**src/rtl/mips_pkg.sv**
```systemverilog
// Shared MIPS control definitions: opcodes, ALUOp codes, control FSM states.
// Imported by the main control FSM and by ALU_Control.
package mips_pkg;

    localparam logic [5:0] OP_RTYPE = 6'b000000;
    localparam logic [5:0] OP_LW    = 6'b100011;
    localparam logic [5:0] OP_SW    = 6'b101011;
    localparam logic [5:0] OP_BEQ   = 6'b000100;
    localparam logic [5:0] OP_ADDI  = 6'b001000;
    localparam logic [5:0] OP_J     = 6'b000010;

    localparam logic [1:0] ALUOP_ADD   = 2'b00;
    localparam logic [1:0] ALUOP_SUB   = 2'b01;
    localparam logic [1:0] ALUOP_FUNCT = 2'b10;

    typedef enum logic [3:0] {
        S_IDLE   = 4'd0,
        S_FETCH  = 4'd1,
        S_DECODE = 4'd2,
        S_MEMADR = 4'd3,
        S_MEMRD  = 4'd4,
        S_MEMWB  = 4'd5,
        S_MEMWR  = 4'd6,
        S_EXEC   = 4'd7,
        S_ALUWB  = 4'd8,
        S_BRANCH = 4'd9,
        S_ADDIEX = 4'd10,
        S_ADDIWB = 4'd11,
        S_JUMP   = 4'd12
    } state_t;

    typedef struct packed {
        logic [1:0] alu_op;
        logic       alu_src_a;
        logic [1:0] alu_src_b;
        logic [1:0] pc_src;
        logic       iord;
        logic       mem_read;
        logic       mem_write;
        logic       ir_write;
        logic       reg_dst;
        logic       mem_to_reg;
        logic       reg_write;
        logic       pc_write;
        logic       branch;
    } ctrl_t;

    function automatic logic is_legal_op(input logic [5:0] op);
        return (op == OP_RTYPE) || (op == OP_LW) || (op == OP_SW) ||
               (op == OP_BEQ) || (op == OP_ADDI) || (op == OP_J);
    endfunction

endpackage

```
**src/rtl/mips_multicycle_ctrl.sv**
```systemverilog
// Multicycle MIPS main control FSM: Moore control decode per state, retired-instruction counter.
// Latency: 3-5 cycles per instruction with mem_ready high; one extra cycle per memory wait.
// Backpressure: FETCH, MEMRD and MEMWR hold until mem_ready; mem_ready ignored elsewhere.
module mips_multicycle_ctrl
    import mips_pkg::*;
#(
    parameter int CNT_W = 32
) (
    input  logic             clk,
    input  logic             rst_n,
    input  logic [5:0]       opcode,
    input  logic             mem_ready,
    output logic [1:0]       ALUOp,
    output logic             ALUSrcA,
    output logic [1:0]       ALUSrcB,
    output logic [1:0]       PCSrc,
    output logic             IorD,
    output logic             MemRead,
    output logic             MemWrite,
    output logic             IRWrite,
    output logic             RegDst,
    output logic             MemtoReg,
    output logic             RegWrite,
    output logic             PCWrite,
    output logic             Branch,
    output logic             illegal_op,
    output logic [3:0]       state_o,
    output logic [CNT_W-1:0] retired
);

    state_t            state_q, state_d;
    logic              illegal_q, illegal_d;
    logic [CNT_W-1:0]  retired_q, retired_d;
    logic              retire_now;
    ctrl_t             ctl;

    always_ff @(posedge clk or negedge rst_n) begin
        if (!rst_n) begin
            state_q   <= S_IDLE;
            illegal_q <= 1'b0;
            retired_q <= '0;
        end else begin
            state_q   <= state_d;
            illegal_q <= illegal_d;
            retired_q <= retired_d;
        end
    end

    always_comb begin
        state_d    = S_FETCH;
        illegal_d  = 1'b0;
        retire_now = 1'b0;
        case (state_q)
            S_IDLE:   state_d = S_FETCH;
            S_FETCH:  state_d = mem_ready ? S_DECODE : S_FETCH;
            S_DECODE: begin
                case (opcode)
                    OP_LW, OP_SW: state_d = S_MEMADR;
                    OP_RTYPE:     state_d = S_EXEC;
                    OP_BEQ:       state_d = S_BRANCH;
                    OP_ADDI:      state_d = S_ADDIEX;
                    OP_J:         state_d = S_JUMP;
                    default:      state_d = S_FETCH;
                endcase
                illegal_d = !is_legal_op(opcode);
            end
            // Opcode is still held by the IR, so LW/SW split here rather than in DECODE.
            S_MEMADR: begin
                if (opcode == OP_LW)      state_d = S_MEMRD;
                else if (opcode == OP_SW) state_d = S_MEMWR;
                else                      state_d = S_FETCH;
            end
            S_MEMRD:  state_d = mem_ready ? S_MEMWB : S_MEMRD;
            S_MEMWB:  begin state_d = S_FETCH; retire_now = 1'b1; end
            S_MEMWR:  begin
                state_d    = mem_ready ? S_FETCH : S_MEMWR;
                retire_now = mem_ready;
            end
            S_EXEC:   state_d = S_ALUWB;
            S_ALUWB:  begin state_d = S_FETCH; retire_now = 1'b1; end
            S_BRANCH: begin state_d = S_FETCH; retire_now = 1'b1; end
            S_ADDIEX: state_d = S_ADDIWB;
            S_ADDIWB: begin state_d = S_FETCH; retire_now = 1'b1; end
            S_JUMP:   begin state_d = S_FETCH; retire_now = 1'b1; end
            default:  state_d = S_FETCH;
        endcase
        retired_d = retire_now ? retired_q + CNT_W'(1) : retired_q;
    end

    always_comb begin
        ctl = '0;
        case (state_q)
            S_FETCH: begin
                ctl.mem_read  = 1'b1;
                ctl.alu_src_b = 2'b01;
                ctl.alu_op    = ALUOP_ADD;
                ctl.ir_write  = mem_ready;
                ctl.pc_write  = mem_ready;
            end
            S_DECODE: begin
                ctl.alu_src_b = 2'b11;
                ctl.alu_op    = ALUOP_ADD;
            end
            S_MEMADR, S_ADDIEX: begin
                ctl.alu_src_a = 1'b1;
                ctl.alu_src_b = 2'b10;
                ctl.alu_op    = ALUOP_ADD;
            end
            S_MEMRD: begin
                ctl.iord     = 1'b1;
                ctl.mem_read = 1'b1;
            end
            S_MEMWB: begin
                ctl.mem_to_reg = 1'b1;
                ctl.reg_write  = 1'b1;
            end
            S_MEMWR: begin
                ctl.iord      = 1'b1;
                ctl.mem_write = 1'b1;
            end
            S_EXEC: begin
                ctl.alu_src_a = 1'b1;
                ctl.alu_op    = ALUOP_FUNCT;
            end
            S_ALUWB: begin
                ctl.reg_dst   = 1'b1;
                ctl.reg_write = 1'b1;
            end
            S_BRANCH: begin
                ctl.alu_src_a = 1'b1;
                ctl.alu_op    = ALUOP_SUB;
                ctl.pc_src    = 2'b01;
                ctl.branch    = 1'b1;
            end
            S_ADDIWB: ctl.reg_write = 1'b1;
            S_JUMP: begin
                ctl.pc_src   = 2'b10;
                ctl.pc_write = 1'b1;
            end
            default: ctl = '0;
        endcase
    end

    assign ALUOp      = ctl.alu_op;
    assign ALUSrcA    = ctl.alu_src_a;
    assign ALUSrcB    = ctl.alu_src_b;
    assign PCSrc      = ctl.pc_src;
    assign IorD       = ctl.iord;
    assign MemRead    = ctl.mem_read;
    assign MemWrite   = ctl.mem_write;
    assign IRWrite    = ctl.ir_write;
    assign RegDst     = ctl.reg_dst;
    assign MemtoReg   = ctl.mem_to_reg;
    assign RegWrite   = ctl.reg_write;
    assign PCWrite    = ctl.pc_write;
    assign Branch     = ctl.branch;
    assign illegal_op = illegal_q;
    assign state_o    = state_q;
    assign retired    = retired_q;

endmodule

```
**config.mk**
```make
export PLATFORM = sky130hd
export DESIGN_NAME = mips_multicycle_ctrl
export DESIGN_NICKNAME = d
export VERILOG_FILES = /design/src/rtl/mips_pkg.sv /design/src/rtl/mips_multicycle_ctrl.sv
export SDC_FILE = /design/constraint.sdc
export NUM_CORES = 1
export LEC_CHECK = 0
export ABC_AREA = 1
export BUFFER_PORTS_ARGS = -buffer_cell sky130_fd_sc_hd__buf_2
export CAP_MARGIN = 20
export CORE_MARGIN = 8
export CORE_UTILIZATION = 54
export DETAILED_ROUTE_END_ITERATION = 10
export PLACE_DENSITY = 0.8
export RECOVER_POWER = 25
export SLEW_MARGIN = 20
export SYNTH_ARGS = -nofsm -noshare
export SYNTH_HDL_FRONTEND = slang
export SYNTH_SLANG_ARGS = --single-unit
export TNS_END_PERCENT = 50
```
**constraint.sdc**
```tcl
create_clock -name clk -period 2 [get_ports clk]
set_input_delay 0.1 -clock clk [delete_from_list [all_inputs] [get_ports clk]]
set_output_delay 0.1 -clock clk [all_outputs]
set_load 0.05 [all_outputs]
```
======== Word level (Yosys, flattened, before mapping) ========
Index checks and enable logic that the tools add are counted.
storage, ports and cells
  register bits after elaboration ......... 37
  bits in latches ......................... 0
  bits in writable memories ............... 0
  ROM bits ................................ 0
  input port bits ......................... 9
  memories kept ........................... 0
operators by class
  $add $sub $neg .......................... 1
  multiply operators ...................... 0
  div/mod/pow operators ................... 0
  $lt $le $gt $ge ......................... 0
  equal/unequal tests ..................... 17
  shifts and indexed selects .............. 0
  mux-type cells .......................... 22
  bitwise gates (word level) .............. 0
  reduce and logical (&&, ||, !) cells .... 14
operator list
  cell                                                                    number
  32-bit by 1-bit adder with 32-bit output (second input constant)        1
  4-bit one-hot mux with 7 select lines                                   1
  4-bit equality test (second input constant)                             5
  4-bit one-hot mux with 5 select lines                                   1
  4-bit by 3-bit equality test with 1-bit output (second input constant)  4
  6-bit equality test (second input constant)                             2
  1-bit 2-to-1 mux                                                        11
  3-bit 2-to-1 mux                                                        3
  4-bit by 2-bit equality test with 1-bit output (second input constant)  2
  2-bit one-hot mux with 2 select lines                                   2
  2-bit OR reduction                                                      4
  6-bit by 2-bit equality test with 1-bit output (second input constant)  1
  6-bit by 3-bit equality test with 1-bit output (second input constant)  1
  6-bit by 4-bit equality test with 1-bit output (second input constant)  1
  6-bit logical NOT                                                       1
  2-bit one-hot mux with 3 select lines                                   1
  1-bit logical OR                                                        5
  5-bit OR reduction                                                      1
  4-bit by 1-bit equality test with 1-bit output (second input constant)  1
  1-bit one-hot mux with 2 select lines                                   2
  4-bit OR reduction                                                      1
  3-bit OR reduction                                                      1
  2-bit 2-to-1 mux                                                        1
  1-bit logical NOT                                                       1

======== Longest topological paths before layout ========
Gate-level depths: netlist (run 1).
  depth in word-level cells ............... 8
  depth in mapped cells ................... 11
  depth with buffers taken out ............ 10

======== Least setup slack after synthesis (run 1) ========
No wires, ideal clock.
  path type ............................... reg-to-output
  start ................................... register state_q[0] (netlist: state_o[0])
  end ..................................... output ALUSrcA
  arrival time ............................ 2.145 ns
  data required time ...................... 1.900 ns
  setup slack ............................. -0.245 ns
  stages on the path, launching flop included .. 5
  path through ............................ dfrtp_1 nand2_1 nor2_1 nor2_1 nand3_1
on the way
  longest elaborated chain between the ends .. 3
RTL lines
  element                                                                       line                        source
  start, declared                                                               mips_multicycle_ctrl.sv:31  state_t state_q, state_d;
  start signal, assigned                                                        mips_multicycle_ctrl.sv:43  state_q <= state_d;
  4-bit by 2-bit equality test with 1-bit output, or another cell as far along  mips_multicycle_ctrl.sv:92  case (state_q)
  4-bit OR reduction (no source line) *                                         --
  1-bit 2-to-1 mux *                                                            mips_multicycle_ctrl.sv:92
  end, declared                                                                 mips_multicycle_ctrl.sv:14  output logic ALUSrcA,
Mark *: on every way between the ends. The rest lies on a longest branch, timed or not.

======== Worst setup path in the final report (run 1) ========
  start ................................... register state_q[3] (netlist: state_o[3])
  end ..................................... output ALUSrcA
The elaborated chain is that of the path after synthesis.

==> results of run 1 <==
## area by class of cell
type                       instances  share of cell area
tap                               67              0.0278
multi-input combinational        331               0.487
sequential                        37               0.307
inverter                          43              0.0560
timing repair buffer              62              0.0917
clock inverter                     1             0.00249
clock buffer                       6              0.0274
## registers in the layout (all words and copies together) (netlist names)
| signal | flops |
|---|---|
| illegal_op | 1 |
| retired | 32 |
| state_o | 4 |
## stage by stage
step	hold WS, ns	setup WS, ns
5_1_grt	0.126	0.143
3_3_place_gp	0.241	0.432
3_5_place_dp	0.245	0.353
2_1_floorplan	-0.196	0.00144
4_1_cts	0.100	0.267
6_report	0.105	0.249
## per-layer routing
metal  track usage  routed length [um]  up-vias
met3        0.0458                 429        9
met5             0                   0        -
met4        0.0732                 119        0
li1              -                   -     1404
met1         0.253                3190     1210
met2         0.332                3200       61
## critical path: stages, from the launching register on
cell	delay [ns]
dfrtp_1	0.44
nor2_1	0.21
inv_1	0.12
nor2_1	0.16
inv_1	0.09
nand3_1	0.08
buf_2	0.26
## cell families after synthesis
group,synth area share
AO/OA/AOI/OAI,0.0300
XOR/XNOR,0.0328
adder cells (fa/ha/maj),0.00476
buffers and inverters,0.0932
flip-flops,0.352
AND/OR/NAND/NOR,0.487
## power breakdown
group	leakage [uW]	internal (uW)	switching, uW
Clock	0.0000433	273	274
Sequential	0.000505	809	98.3
Combinational	0.000956	192	720
## path summary, 6_finish.rpt
kind                        startpoint     endpoint  slack (ns)  cells after the start
max in group asynchronous        rst_n   state_o[1]        0.97                      2
hold reg to reg            retired[10]  retired[10]        0.56                      2
min in group asynchronous        rst_n   retired[4]        0.47                      2
hold / removal               opcode[3]   state_o[1]        0.10                      3
setup reg to reg            retired[0]  retired[26]        0.34                     10
setup / recovery            state_o[3]      ALUSrcA        0.25                      6
## cell usage in the layout (no fill, tap or decap), types with 7 or more instances in the layout
cell type	synthesis	routed
nand2_1	180	180
nor2_1	72	71
inv_1	38	38
dfrtp_1	37	37
clkbuf_1	0	31
buf_2	0	30
nand3_1	24	24
o21ai_1	9	11
xor2_1	8	8
nand2_2	7	7
nand3b_1	7	7
==> flow_metrics.tcl, run 1 <==
set metrics [dict create \
    status "finished, final reports clean" \
    max_freq_mhz 571 \
    gp_congestion 0.954 \
    period_minus_slack_ns 1.75 \
    wl_per_cell_um 12.7 \
    rsz0062_at_grt "no" \
    syn_nets 428 \
    final_area_mm2 0.00301 \
    synth_area_leader_cell "dfrtp_1" \
    nets 490 \
    numPortBuffers 61 \
    die_y_um 85.8 \
    cts.sinks 37 \
    htreeDepth 2 \
    rows 25 \
    synth_seq_cells 37 \
    drive_gt1_frac 0.119 \
    synth-main-ff-cell "dfrtp_1" \
    drt-total-wl_um 6940 \
    post_cts.repair.setup_buffers 0 \
    syn_area_per_cell_um2 6.29 \
    worstMarginPinSlew_ns 0.875 \
    arrival_ns 1.65 \
    ios 62 \
    place_area_mm2 0.00295 \
    final_cells 547 \
    grt_pass1_wl_um 12000 \
    multi_input_area_mm2 0.00147 \
    fin_setup_tns_ns 0 \
    yosysMostFrequentCell "nand2_1" \
    setup_viol_count_final 0 \
    gr-total-overflow 0 \
    synth_area_mm2 0.00263 \
    post-route-util 0.638 \
    design.core.area_mm2 0.00472 \
    vias 2684 \
    total_power_uw 2370 \
    p_per_area_mw_per_mm2 785 \
    synth_area_leaders "dfrtp_1 (35%), nand2_1 (26%), nor2_1 (10%), inv_1 (5.4%), nand3_1 (4.6%)" \
    final.setup_skew_ns 0.00878 \
    nFillCells 474 \
    cts-resized-gates 0 \
    cp-start-kind "register" \
    final_hold_viol_count 0 \
    tritoncts "done" \
    slew_headroom 0.417 \
    drv_slew 0 \
    firstDrtPassIters 5 \
    clk_pin_slew_ns 0.07 \
    synthCells 418 \
    cts_buffer_depth 2 \
    diodes 0 \
    drt_iter0_markers 168 \
    ff_latch_area_um2 926 \
    initial_core_util 0.557 \
    place_inst 539 \
    dp_hpwl_um 5500 \
    ir_worst_vdd_mv 0.817 \
    clock_latency_ns 0.30 \
    drc_errors 0 \
    hp-class "input port to register" \
    drtAntennaViolNets 0 \
    clockRootBuffer "clkbuf_8" \
    yosysWarnings 0 \
    synth-seq-area-share 0.352 \
    required_ns 1.90 \
    synth_top_area_frac 0.352 \
    avgViaCountPerCell 4.91 \
    grt_pass1_vias 2628 \
    end_kind "output port" \
    ctsHoldBuffers 1 \
    cp_max_fo 6 \
    die_x_um 85.8 \
    synth_cell_types 27 \
    dieArea_mm2 0.00736 \
    synth_edf_count 0 \
    netlist_top_cells_count "nand2_1 (180), nor2_1 (72), inv_1 (38)" \
    async_reset_ff_frac 1.00 \
    antenna_found_initial 0 \
    grt_max_degree 47 \
    p_leak_uw 0.00150 \
    cts_made_buffers 5 \
    grt.total_usage 0.202 \
    area_delta_synth_final_pct 14.6 \
    min_period_over_period 0.876 \
    crit_type "register to output port" \
    cap_viol_max_count 0 \
]
Note: power is estimated with default switching activity, not from simulation.
==> run 2, diff against run 1 <==
--- a/config.mk
+++ b/config.mk
@@ -13,6 +13,7 @@
 export DETAILED_ROUTE_END_ITERATION = 10
 export PLACE_DENSITY = 0.8
 export RECOVER_POWER = 25
+export REMOVE_ABC_BUFFERS = 1
 export SLEW_MARGIN = 20
 export SYNTH_ARGS = -nofsm -noshare
 export SYNTH_HDL_FRONTEND = slang
==> run 2 against run 1 <==
Net effect:
- maximum frequency increased by 2.1%
- hold slack improved by 0.00080 ns
- sequential share of layout area decreased by 0.23 points
- worst setup slack improved by 0.036 ns
- register-to-register slack got worse by 0.05 ns
- critical path depth unchanged
- final cell count increased by 0.18%
- count of clock-buffer cells in the layout increased by 1
- sequential power about the same
- core utilization increased by 0.48 points
- critical path type unchanged
==> flow_metrics.tcl, run 2 (synthesis gave the netlist of run 1 again) <==
set metrics [dict create \
    status "finished, final reports clean" \
    reg2reg_to "retired[26]" \
    ios 62 \
    setup_viol_count_final 0 \
    drv_slew 0 \
    drc_errors 0 \
    gp_congestion 0.942 \
    avgViaCountPerCell 4.97 \
    multi_input_area_mm2 0.00146 \
    dp_hpwl_um 5230 \
    period_minus_slack_ns 1.72 \
    hp-class "input port to register" \
    cp_max_fo 6 \
    final_hold_viol_count 0 \
    layout_commonest_cell "nand2_1" \
    drive_gt1_frac 0.154 \
    area_delta_synth_final_pct 15.5 \
    p_leak_uw 0.00159 \
    final_cells 548 \
    end_kind "output port" \
    worstMarginPinSlew_ns 0.917 \
    die_x_um 85.8 \
    vias 2726 \
    crit_type "register to output port" \
    path_depth 6 \
    rrSetupSlack_ns 0.29 \
    ir_worst_vdd_mv 0.813 \
    setup.worst_path.end "ALUSrcA" \
    total_power_uw 2400 \
    slew_headroom 0.389 \
    grt_max_degree 47 \
    cts_made_buffers 5 \
    min_period_over_period 0.858 \
    cp_top_family "flip-flops" \
    critical-path-slowest-cell "dfrtp_1" \
    grt_pass1_wl_um 11700 \
    rows 25 \
    drt-total-wl_um 6680 \
    grt.total_usage 0.194 \
    clk_pin_slew_ns 0.07 \
    grt_pass1_vias 2648 \
    wl_per_cell_um 12.2 \
    die_y_um 85.8 \
    place_inst 539 \
    drt_iter0_markers 190 \
    p_per_area_mw_per_mm2 790 \
    nets 490 \
    max_freq_mhz 583 \
    rsz0062_at_grt "no" \
    hp-start "opcode[3]" \
    rr_startpoint "retired[0]" \
    htreeDepth 2 \
    dieArea_mm2 0.00736 \
    diodes 0 \
    numPortBuffers 61 \
    antenna_found_initial 0 \
    slowest_delay_ns 0.45 \
    post-route-util 0.643 \
    cap_viol_max_count 0 \
    design.core.area_mm2 0.00472 \
    clockRootBuffer "clkbuf_8" \
    required_ns 1.90 \
    firstDrtPassIters 7 \
    cts.sinks 37 \
    cts_buffer_depth 2 \
    cts-resized-gates 0 \
    initial_core_util 0.557 \
    fin_hold_ws_ns 0.106 \
    critPathBufInv 3 \
    crit_start "state_o[3]" \
    ff_latch_area_um2 926 \
    worstPathCellList "nor2_1 > inv_1 > nor2_1 > inv_1 > nand3_1 > buf_2" \
    r2r_cells 10 \
    gr-total-overflow 0 \
    clock_latency_ns 0.29 \
    largest_reg_flops 32 \
    cp-start-kind "register" \
    final_cell_mix "nand2_1 (180), nor2_1 (72), buf_2 (46), inv_1 (38), dfrtp_1 (37)" \
    drtAntennaViolNets 0 \
    tritoncts "done" \
    arrival_ns 1.62 \
    final.setup_skew_ns 0.00509 \
    nFillCells 455 \
]
[run 2: cell types whose count changed in the layout (fill, tap and decap cells not counted), sizes merged]
cell      delta
buf         +16
clkinv       +1
clkinvlp     -1
clkbuf      -15
[run 2: layout make-up]
type	instances	share of cell area
inverter	43	0.0556
clock inverter	1	0.00165
tap	67	0.0276
clock buffer	7	0.0317
sequential	37	0.305
multi-input combinational	331	0.480
timing repair buffer	62	0.0981
[run 2: power breakdown]
group	total (uW)	switching, uW	internal [uW]	leakage, uW
Sequential	904	95.4	809	0.000505
Clock	584	272	312	0.0000542
Combinational	910	714	196	0.00103
Total	2400	1080	1320	0.00159
[run 2: worst register-to-register path, cell delays in order (launching register included)]
cell and delay [ns]:
dfrtp_1 0.45, ha_1 0.25, nand2_1 0.07, nor2_1 0.15, nand2_1 0.14, nor2_1 0.24, nand2_1 0.09, nand2_1 0.06
nand2_1 0.05, nand2_1 0.05, nand2_1 0.06
[run 2: stage by stage]
stage / TNS (ns) / cell area [um^2] / setup slack (ns)
floorplan: -4.26 / 2550 / -0.245
global placement: 0 / 2940 / 0.417
detailed placement: 0 / 2940 / 0.338
CTS: 0 / 3050 / 0.290
global route: 0 / 3040 / 0.0618
finish: 0 / 3040 / 0.285
[run 2: repair_timing]
action | in CTS | in global routing
hold buffers | 1 | 0
endpoints found under the hold margin | 37 | 0
setup buffers | 0 | 0
[run 2: metal layers]
metal	part of all wire	wire length, um	up-vias	GRT usage
li1	-	-	1407	-
met1	0.43	2850	1223	0.229
met2	0.48	3180	88	0.325
met3	0.084	563	8	0.0554
met4	0.014	91	0	0.0701
met5	0	0	-	0
[run 2: worst min-delay path by stage]
stage	to	slack [ns]	cells past startpoint
6_report	state_o[1]	0.11	3
5_1_grt	state_o[1]	0.11	3
4_1_cts	state_o[1]	0.1	3
3_5_place_dp	retired[1]	0.25	1
3_3_place_gp	retired[3]	0.24	1
2_1_floorplan	illegal_op	-0.20	0
